### config.mk
export PLATFORM = sky130hd
export DESIGN_NAME = pipe_trace_buffer
export DESIGN_NICKNAME = d
export VERILOG_FILES = /design/src/rtl/pipe_trace_buffer_pkg.sv /design/src/rtl/pipe_trace_buffer_ram.sv /design/src/rtl/pipe_trace_buffer.sv
export SDC_FILE = /design/constraint.sdc
export NUM_CORES = 2
export LEC_CHECK = 0
export BUFFER_PORTS_ARGS = -buffer_cell sky130_fd_sc_hd__buf_2
export CAP_MARGIN = 20
export CORE_UTILIZATION = 65
export DETAILED_ROUTE_END_ITERATION = 8
export HOLD_SLACK_MARGIN = 0.03
export PLACE_DENSITY_LB_ADDON = 0.05
export SYNTH_ARGS = -nofsm -noshare
export SYNTH_HDL_FRONTEND = slang
export SYNTH_SLANG_ARGS = --single-unit
### constraint.sdc
create_clock -name i_clk -period 22.1 [get_ports i_clk]
set_clock_uncertainty 0.2 [all_clocks]
set_input_delay 4.42 -clock i_clk [delete_from_list [all_inputs] [get_ports i_clk]]
set_output_delay 4.42 -clock i_clk [all_outputs]
set_load 0.01 [all_outputs]
### src/rtl/pipe_trace_buffer_pkg.sv
// Shared definitions for the pipeline trace buffer.
//   - FSM state encodings
//   - entry_w(): width of one stored trace entry {timestamp, stage_valid, stage_data}
//   - ptr_w():   width of a buffer index for a given depth
package pipe_trace_pkg;

  localparam logic [1:0] IDLE  = 2'd0;
  localparam logic [1:0] ARMED = 2'd1;
  localparam logic [1:0] POST  = 2'd2;
  localparam logic [1:0] DONE  = 2'd3;

  function automatic int entry_w(input int ts_w, input int stages, input int data_w);
    return ts_w + stages * (data_w + 1);
  endfunction

  function automatic int ptr_w(input int depth);
    return $clog2(depth);
  endfunction

endpackage

### src/rtl/pipe_trace_buffer_ram.sv
// trace_ram: DEPTH x WIDTH storage for trace entries.
//   i_clk              write clock
//   i_we/i_waddr/i_wdata  synchronous write port
//   i_raddr/o_rdata    asynchronous read port
// Contents are intentionally not reset.
module trace_ram
  import pipe_trace_pkg::*;
#(
  parameter int WIDTH = 8,
  parameter int DEPTH = 8
) (
  input  logic                      i_clk,
  input  logic                      i_we,
  input  logic [ptr_w(DEPTH)-1:0]   i_waddr,
  input  logic [WIDTH-1:0]          i_wdata,
  input  logic [ptr_w(DEPTH)-1:0]   i_raddr,
  output logic [WIDTH-1:0]          o_rdata
);

  logic [WIDTH-1:0] r_mem [DEPTH];

  always_ff @(posedge i_clk) begin
    if (i_we) begin
      r_mem[i_waddr] <= i_wdata;
    end
  end

  assign o_rdata = r_mem[i_raddr];

endmodule

### src/rtl/pipe_trace_buffer.sv
// pipe_trace_buffer: circular trace capture of per-stage pipeline probes with a
// timestamp. Capture is armed, runs until POST_TRIG entries after the trigger
// entry, then the frozen window is drained oldest-first over a valid/ready port.
//   i_clk, i_reset      clock, asynchronous active-high reset
//   i_stage_data/valid  probe words and per-stage qualifiers
//   i_arm, i_trigger    start capture / level trigger (sampled while ARMED)
//   i_clear             synchronous abort to IDLE
//   i_rd_ready          consumer ready
//   o_rd_valid/o_rd_data  readout entry {timestamp, stage_valid, stage_data}
//   o_busy, o_done      ARMED or POST / DONE
//   o_wrapped           pre-trigger history was overwritten
//   o_trig_pos          trigger entry index in readout order
module pipe_trace_buffer
  import pipe_trace_pkg::*;
#(
  parameter int DATA_W      = 16,
  parameter int STAGES      = 5,
  parameter int DEPTH       = 32,
  parameter int POST_TRIG   = 8,
  parameter int TS_W        = 16,
  parameter int CAPTURE_ALL = 0
) (
  input  logic                                    i_clk,
  input  logic                                    i_reset,
  input  logic [STAGES*DATA_W-1:0]                i_stage_data,
  input  logic [STAGES-1:0]                       i_stage_valid,
  input  logic                                    i_arm,
  input  logic                                    i_trigger,
  input  logic                                    i_clear,
  input  logic                                    i_rd_ready,
  output logic                                    o_rd_valid,
  output logic [entry_w(TS_W, STAGES, DATA_W)-1:0] o_rd_data,
  output logic                                    o_busy,
  output logic                                    o_done,
  output logic                                    o_wrapped,
  output logic [ptr_w(DEPTH)-1:0]                 o_trig_pos
);

  localparam int ENTRY_W = entry_w(TS_W, STAGES, DATA_W);
  localparam int PTR_W   = ptr_w(DEPTH);
  localparam int CNT_W   = PTR_W + 1;
  localparam logic [CNT_W-1:0] CNT_FULL  = CNT_W'(DEPTH);
  localparam logic [PTR_W-1:0] POST_INIT = PTR_W'(POST_TRIG);

  logic [1:0]         r_state, w_state_nxt;
  logic [PTR_W-1:0]   r_wr_ptr, r_rd_ptr, r_post_cnt, r_trig_idx, r_trig_pos;
  logic [CNT_W-1:0]   r_count, r_remaining;
  logic               r_wrapped;
  logic [TS_W-1:0]    r_ts;

  logic               w_write_q, w_we, w_trig_hit, w_post_last, w_xfer, w_last_xfer;
  logic               w_enter_done, w_wrapped_nxt;
  logic [PTR_W-1:0]   w_wr_ptr_nxt, w_trig_idx_nxt, w_oldest;
  logic [CNT_W-1:0]   w_count_nxt;
  logic [ENTRY_W-1:0] w_wr_entry, w_rd_data;

  assign w_write_q   = (CAPTURE_ALL != 0) ? 1'b1 : |i_stage_valid;
  assign w_trig_hit  = (r_state == ARMED) && i_trigger && !i_clear;
  // The trigger cycle always writes so the trigger entry exists even if no stage is valid.
  assign w_we        = !i_clear && (((r_state == ARMED) && (w_write_q || i_trigger)) ||
                                    ((r_state == POST) && w_write_q));
  assign w_post_last = (r_state == POST) && w_write_q && (r_post_cnt == PTR_W'(1));
  assign w_xfer      = o_rd_valid && i_rd_ready;
  assign w_last_xfer = w_xfer && (r_remaining == CNT_W'(1));
  assign w_wr_entry  = {r_ts, i_stage_valid, i_stage_data};

  // Post-write view of the capture pointers, used to freeze the window on DONE entry.
  assign w_wr_ptr_nxt   = w_we ? r_wr_ptr + PTR_W'(1) : r_wr_ptr;
  assign w_count_nxt    = (w_we && (r_count != CNT_FULL)) ? r_count + CNT_W'(1) : r_count;
  assign w_wrapped_nxt  = r_wrapped || (w_we && (r_count == CNT_FULL));
  assign w_trig_idx_nxt = w_trig_hit ? r_wr_ptr : r_trig_idx;
  assign w_oldest       = w_wrapped_nxt ? w_wr_ptr_nxt : '0;
  assign w_enter_done   = (r_state != DONE) && (w_state_nxt == DONE);

  // State register
  always_ff @(posedge i_clk or posedge i_reset) begin
    if (i_reset) begin
      r_state <= IDLE;
    end else begin
      r_state <= w_state_nxt;
    end
  end

  // Next-state logic
  always_comb begin
    w_state_nxt = r_state;
    if (i_clear) begin
      w_state_nxt = IDLE;
    end else begin
      case (r_state)
        IDLE:    if (i_arm) w_state_nxt = ARMED;
        ARMED:   if (i_trigger) w_state_nxt = (POST_TRIG == 0) ? DONE : POST;
        POST:    if (w_post_last) w_state_nxt = DONE;
        DONE:    if (w_last_xfer) w_state_nxt = IDLE;
        default: w_state_nxt = IDLE;
      endcase
    end
  end

  // Outputs
  always_comb begin
    o_busy     = (r_state == ARMED) || (r_state == POST);
    o_done     = (r_state == DONE);
    o_rd_valid = o_done && (r_remaining != '0);
    o_rd_data  = o_rd_valid ? w_rd_data : '0;
    o_wrapped  = r_wrapped;
    o_trig_pos = r_trig_pos;
  end

  // Pointers, counters and timestamp
  always_ff @(posedge i_clk or posedge i_reset) begin
    if (i_reset) begin
      r_wr_ptr    <= '0;
      r_rd_ptr    <= '0;
      r_count     <= '0;
      r_post_cnt  <= '0;
      r_remaining <= '0;
      r_trig_idx  <= '0;
      r_trig_pos  <= '0;
      r_wrapped   <= 1'b0;
      r_ts        <= '0;
    end else begin
      r_ts <= r_ts + TS_W'(1);
      if (i_clear) begin
        r_wr_ptr    <= '0;
        r_rd_ptr    <= '0;
        r_count     <= '0;
        r_post_cnt  <= '0;
        r_remaining <= '0;
        r_trig_idx  <= '0;
        r_trig_pos  <= '0;
        r_wrapped   <= 1'b0;
      end else begin
        if ((r_state == IDLE) && i_arm) begin
          r_wr_ptr  <= '0;
          r_count   <= '0;
          r_wrapped <= 1'b0;
        end else if (w_we) begin
          r_wr_ptr  <= w_wr_ptr_nxt;
          r_count   <= w_count_nxt;
          r_wrapped <= w_wrapped_nxt;
        end

        if (w_trig_hit) begin
          r_trig_idx <= r_wr_ptr;
          r_post_cnt <= POST_INIT;
        end else if ((r_state == POST) && w_write_q) begin
          r_post_cnt <= r_post_cnt - PTR_W'(1);
        end

        if (w_enter_done) begin
          r_rd_ptr    <= w_oldest;
          r_remaining <= w_count_nxt;
          r_trig_pos  <= w_trig_idx_nxt - w_oldest;
        end else if (w_xfer) begin
          r_rd_ptr    <= r_rd_ptr + PTR_W'(1);
          r_remaining <= r_remaining - CNT_W'(1);
        end
      end
    end
  end

  trace_ram #(
    .WIDTH (ENTRY_W),
    .DEPTH (DEPTH)
  ) u_ram (
    .i_clk   (i_clk),
    .i_we    (w_we),
    .i_waddr (r_wr_ptr),
    .i_wdata (w_wr_entry),
    .i_raddr (r_rd_ptr),
    .o_rdata (w_rd_data)
  );

endmodule

==> summary by stage <==
Status
The flow ran to the end, and the final reports show no timing, DRC or antenna violations.

Timing
The normalized max-slew margin is roughly a fifth. The summed negative setup slack over all endpoints is 0 ns. The period utilization is 47.47%. Setup violations remaining at the end of the flow were counted as 0. The actual slew at the worst max-slew pin is 1.205 ns. Setup repair after global routing left no endpoint under its margin.

The minimum period implied by the final worst setup slack is 10.49 ns. Static timing analysis puts the maximum clock frequency at 0.09533 GHz. The hold violation count in the final report was 0. The number of pins exceeding their max-slew limit in the final report came to 0. The worst hold-check slack is 0.3090 ns.

Layout
The share of final-layout standard cells stronger than drive strength 1 is 29.54%. The number of nets in the final layout is 5760. The area growth from synthesis to layout is 11.47%. The filler cells instantiated in the layout total around 11k. The leading cell type in the layout, fill and taps excluded is edfxtp_1. In the layout the commonest cells are edfxtp_1, mux4_2, mux2i_1.

CTS
The post-cts hold buffer count is 0. The clock root buffer is clkbuf_16. For the worst-skew pair, the clock arrives at the later sink with an insertion delay of between 0.9 and 1 ns. The clock tree from TritonCTS is yes. The total of cells resized after clock tree synthesis is 0. Post-CTS timing repair inserted 0 buffers for setup.

The H-tree was split into 5 levels. Buffers inserted during clock tree synthesis total 332. The number of clock sinks is about 3.3k.

In this run the deepest clock path goes through 4 buffers. The CTS clock-pin slew for the worst setup and hold paths is 0.06 ns.

Routing
The detailed router's first-iteration violation count is roughly 7.4k. For this block, the routed nets add up to a little under 300 mm of wire. The total vias in the final route is 58.69k. For this run, design rule violations remaining after detail routing come to 0. The first-pass detailed-route iteration total is 5.

Using the TritonRoute via totals, the vias-per-cell ratio works out to 6.972. Once detail routing completed, the nets flagged for antenna violations numbered 0. After detailed routing, the average wire length per cell comes to approximately 35 um.

GRT
Global routing finished with a remaining overflow of 0. The first global-routing pass estimated between 400 and 500 mm of wire. The total routing resource utilization after global routing is 30.70%.

The number of global-route vias before repair is 58.62k. The initial antenna violation count came to 26. Entering global routing, the biggest net connects 148 pins.

Yosys
The number of cells produced by synthesis is 5264. The most used flip-flop cell after synthesis is edfxtp_1. For this run, the register share of the synthesized area comes to 77.81%.

The total of warnings raised by yosys is 0. The count of unique library cells instantiated by Yosys is 52. Dividing the synthesized area by the synthesized cell count gives between 20 and 25 um^2. The post-synthesis instance area is between 100000 and 150000 um^2.

The share of synthesized flip-flops with an asynchronous set or reset is 1.703%. Counting flops and latches in the post-synthesis netlist gives 3288. The number of synthesized flops with an enable pin is 3232. The number of nets in the synthesized netlist is approximately 5.4k.

Setup path
The endpoint of the most critical register-to-register path is u_ram.r_mem[4][9]$_DFFE_PP_. Data on the critical path is required at its endpoint by between 15 and 20 ns. The launching point of the worst reg2reg path is r_state[1]$_DFF_PP0_. Along the worst path, the maximum fanout reaches 147.

Across all register-to-register paths, the minimum setup slack is ~17 ns. The type of origin of the critical path is a register. The critical path runs through a total of 8 cells.

The count of buffering cells on the critical path with inverters included is 4. In this run the worst setup path begins at r_rd_ptr[1]$_DFFE_PP0P_. The category of the worst setup path capture point is a primary output.

Measured in cells, the most critical reg-to-reg path has a length of 8. In this design, the largest share of critical-path delay is due to buffers and inverters. STA puts the critical path data arrival time at 5.87 ns. In this design, the stage delay of the slowest critical-path cell is 0.91 ns. The destination of the critical timing path is o_rd_data[34]. The worst setup path is of the reg2out kind. Traced cell by cell, the critical path runs through buf_4, buf_12, buf_12, mux4_2, mux2i_1, mux4_2, nor2_1, buf_2. The slowest stage of the critical path belongs to the cell dfrtp_4.

Floorplan
Pin placement for this block handled roughly 200 I/O pins. The effective utilization at floorplan is 65.57%. The die covers 196400 um^2.

The placeable core region is 193000 um^2. The row count is between 150 and 200. The die boundary height is roughly 440 um.

The floorplan step set the die width to between 400 and 500 um.

Power
IR analysis of the VDD net gives a maximum drop of 0.09570 mV. The power per cell area is 106.8 nW/um^2. The leakage power summed over all cells is ~0.043 uW.

Place
Detailed placement finished with a half-perimeter wire length of 137.7 mm. The congestion estimate from routability-driven global placement came to 0.7622. Input and output buffers added on the ports amount to 200.

Run
Max-cap violations in this run came to 0.

Hold path
The class of the most critical hold timing path is reg2reg.
[report_power, final]
group | switching (uW) | internal (uW)
Clock | 2240 | 3100
Combinational | 1380 | 1350
Sequential | 88.5 | 6910
Total | 3710 | 11400
[metal layers]
metal	GRT usage, %	up-vias	part of all wire, %
met3	5.594	407	9.2
met2	48.53	3104	49
li1	-	23192	-
met4	7.113	22	2.1
met5	0	-	0.043
met1	45.83	31966	39
[state kept, by name, indices dropped and copies added, names as in the netlist]
register     count
u_ram.r_mem   3232
r_ts            16
r_count          6
r_remaining      6
o_trig_pos       5
r_post_cnt       5
r_rd_ptr         5
r_trig_idx       5
r_wr_ptr         5
r_state          2
o_wrapped        1
[metrics by stage]
stage	worst slack, ns	utilization, %	total power (uW)	instances	instance area (um^2)
after floorplan	8.863	-	9178	5264	126500
after global placement	12.56	67.75	9869	7834	130700
after detailed placement	12.53	67.75	9892	7834	130700
after CTS	11.49	73.04	15180	8410	140900
after global routing	11.31	73.08	15540	8416	141000
final	11.61	73.09	15070	8418	141000
[cell type report]
| cell class | instances | area (um^2) | area share [%] |
|---|---|---|---|
| tap | 2526 | 3161 | 2.241 |
| inverter | 18 | 67.56 | 0.04790 |
| sequential | 3288 | 98470 | 69.82 |
| antenna | 5 | 12.51 | 0.008871 |
| clock inverter | 160 | 1400 | 0.9927 |
| timing repair buffer | 320 | 2162 | 1.533 |
| clock buffer | 416 | 8807 | 6.244 |
| multi-input combinational | 1685 | 26960 | 19.11 |
[worst min path at each step]
| stage | slack [ns] | to | from | cells past startpoint |
|---|---|---|---|---|
| after global placement | 0.30 | r_trig_idx[0]$_DFF_PP0_ | r_trig_idx[0]$_DFF_PP0_ | 2 |
| after floorplan | 0.28 | r_trig_idx[0]$_DFF_PP0_ | r_trig_idx[0]$_DFF_PP0_ | 2 |
| after CTS | 0.32 | r_trig_idx[0]$_DFF_PP0_ | r_trig_idx[0]$_DFF_PP0_ | 2 |
| after global routing | 0.37 | r_trig_idx[0]$_DFF_PP0_ | r_trig_idx[0]$_DFF_PP0_ | 2 |
| final | 0.31 | r_trig_idx[0]$_DFF_PP0_ | r_trig_idx[0]$_DFF_PP0_ | 2 |
| after detailed placement | 0.31 | r_trig_idx[0]$_DFF_PP0_ | r_trig_idx[0]$_DFF_PP0_ | 2 |
[cell families (layout without fill, tap and decap cells)]
family,count (synthesis),after routing,synth area share [%]
other cells,0,5,0
buf+inv,291,914,1.074
fa+ha+maj,24,24,0.2433
simple gates,247,247,0.8405
flops,3288,3288,77.81
compound gates,55,55,0.3263
xor+xnor,39,39,0.2700
mux,1320,1320,19.43
[worst min-delay path: stages (launching register included)]
cell and delay (ns):
dfrtp_1 0.32, a21oi_1 0.08, nor2_1 0.08
[cell usage after synthesis (all sizes together) (18+ instances only)]
master / number / area share (%)
edfxtp: 3232 / 77
dfrtp: 56 / 1.1
nand2: 23 / 0.068
nand3: 18 / 0.071
buf: 204 / 0.82
mux2i: 407 / 3.2
clkbuf: 69 / 0.20
mux4: 909 / 16
nor2: 163 / 0.49
xor2: 18 / 0.12
xnor2: 21 / 0.15
inv: 18 / 0.053
ha: 23 / 0.23
No activity file was read; power rests on OpenSTA's default activity.
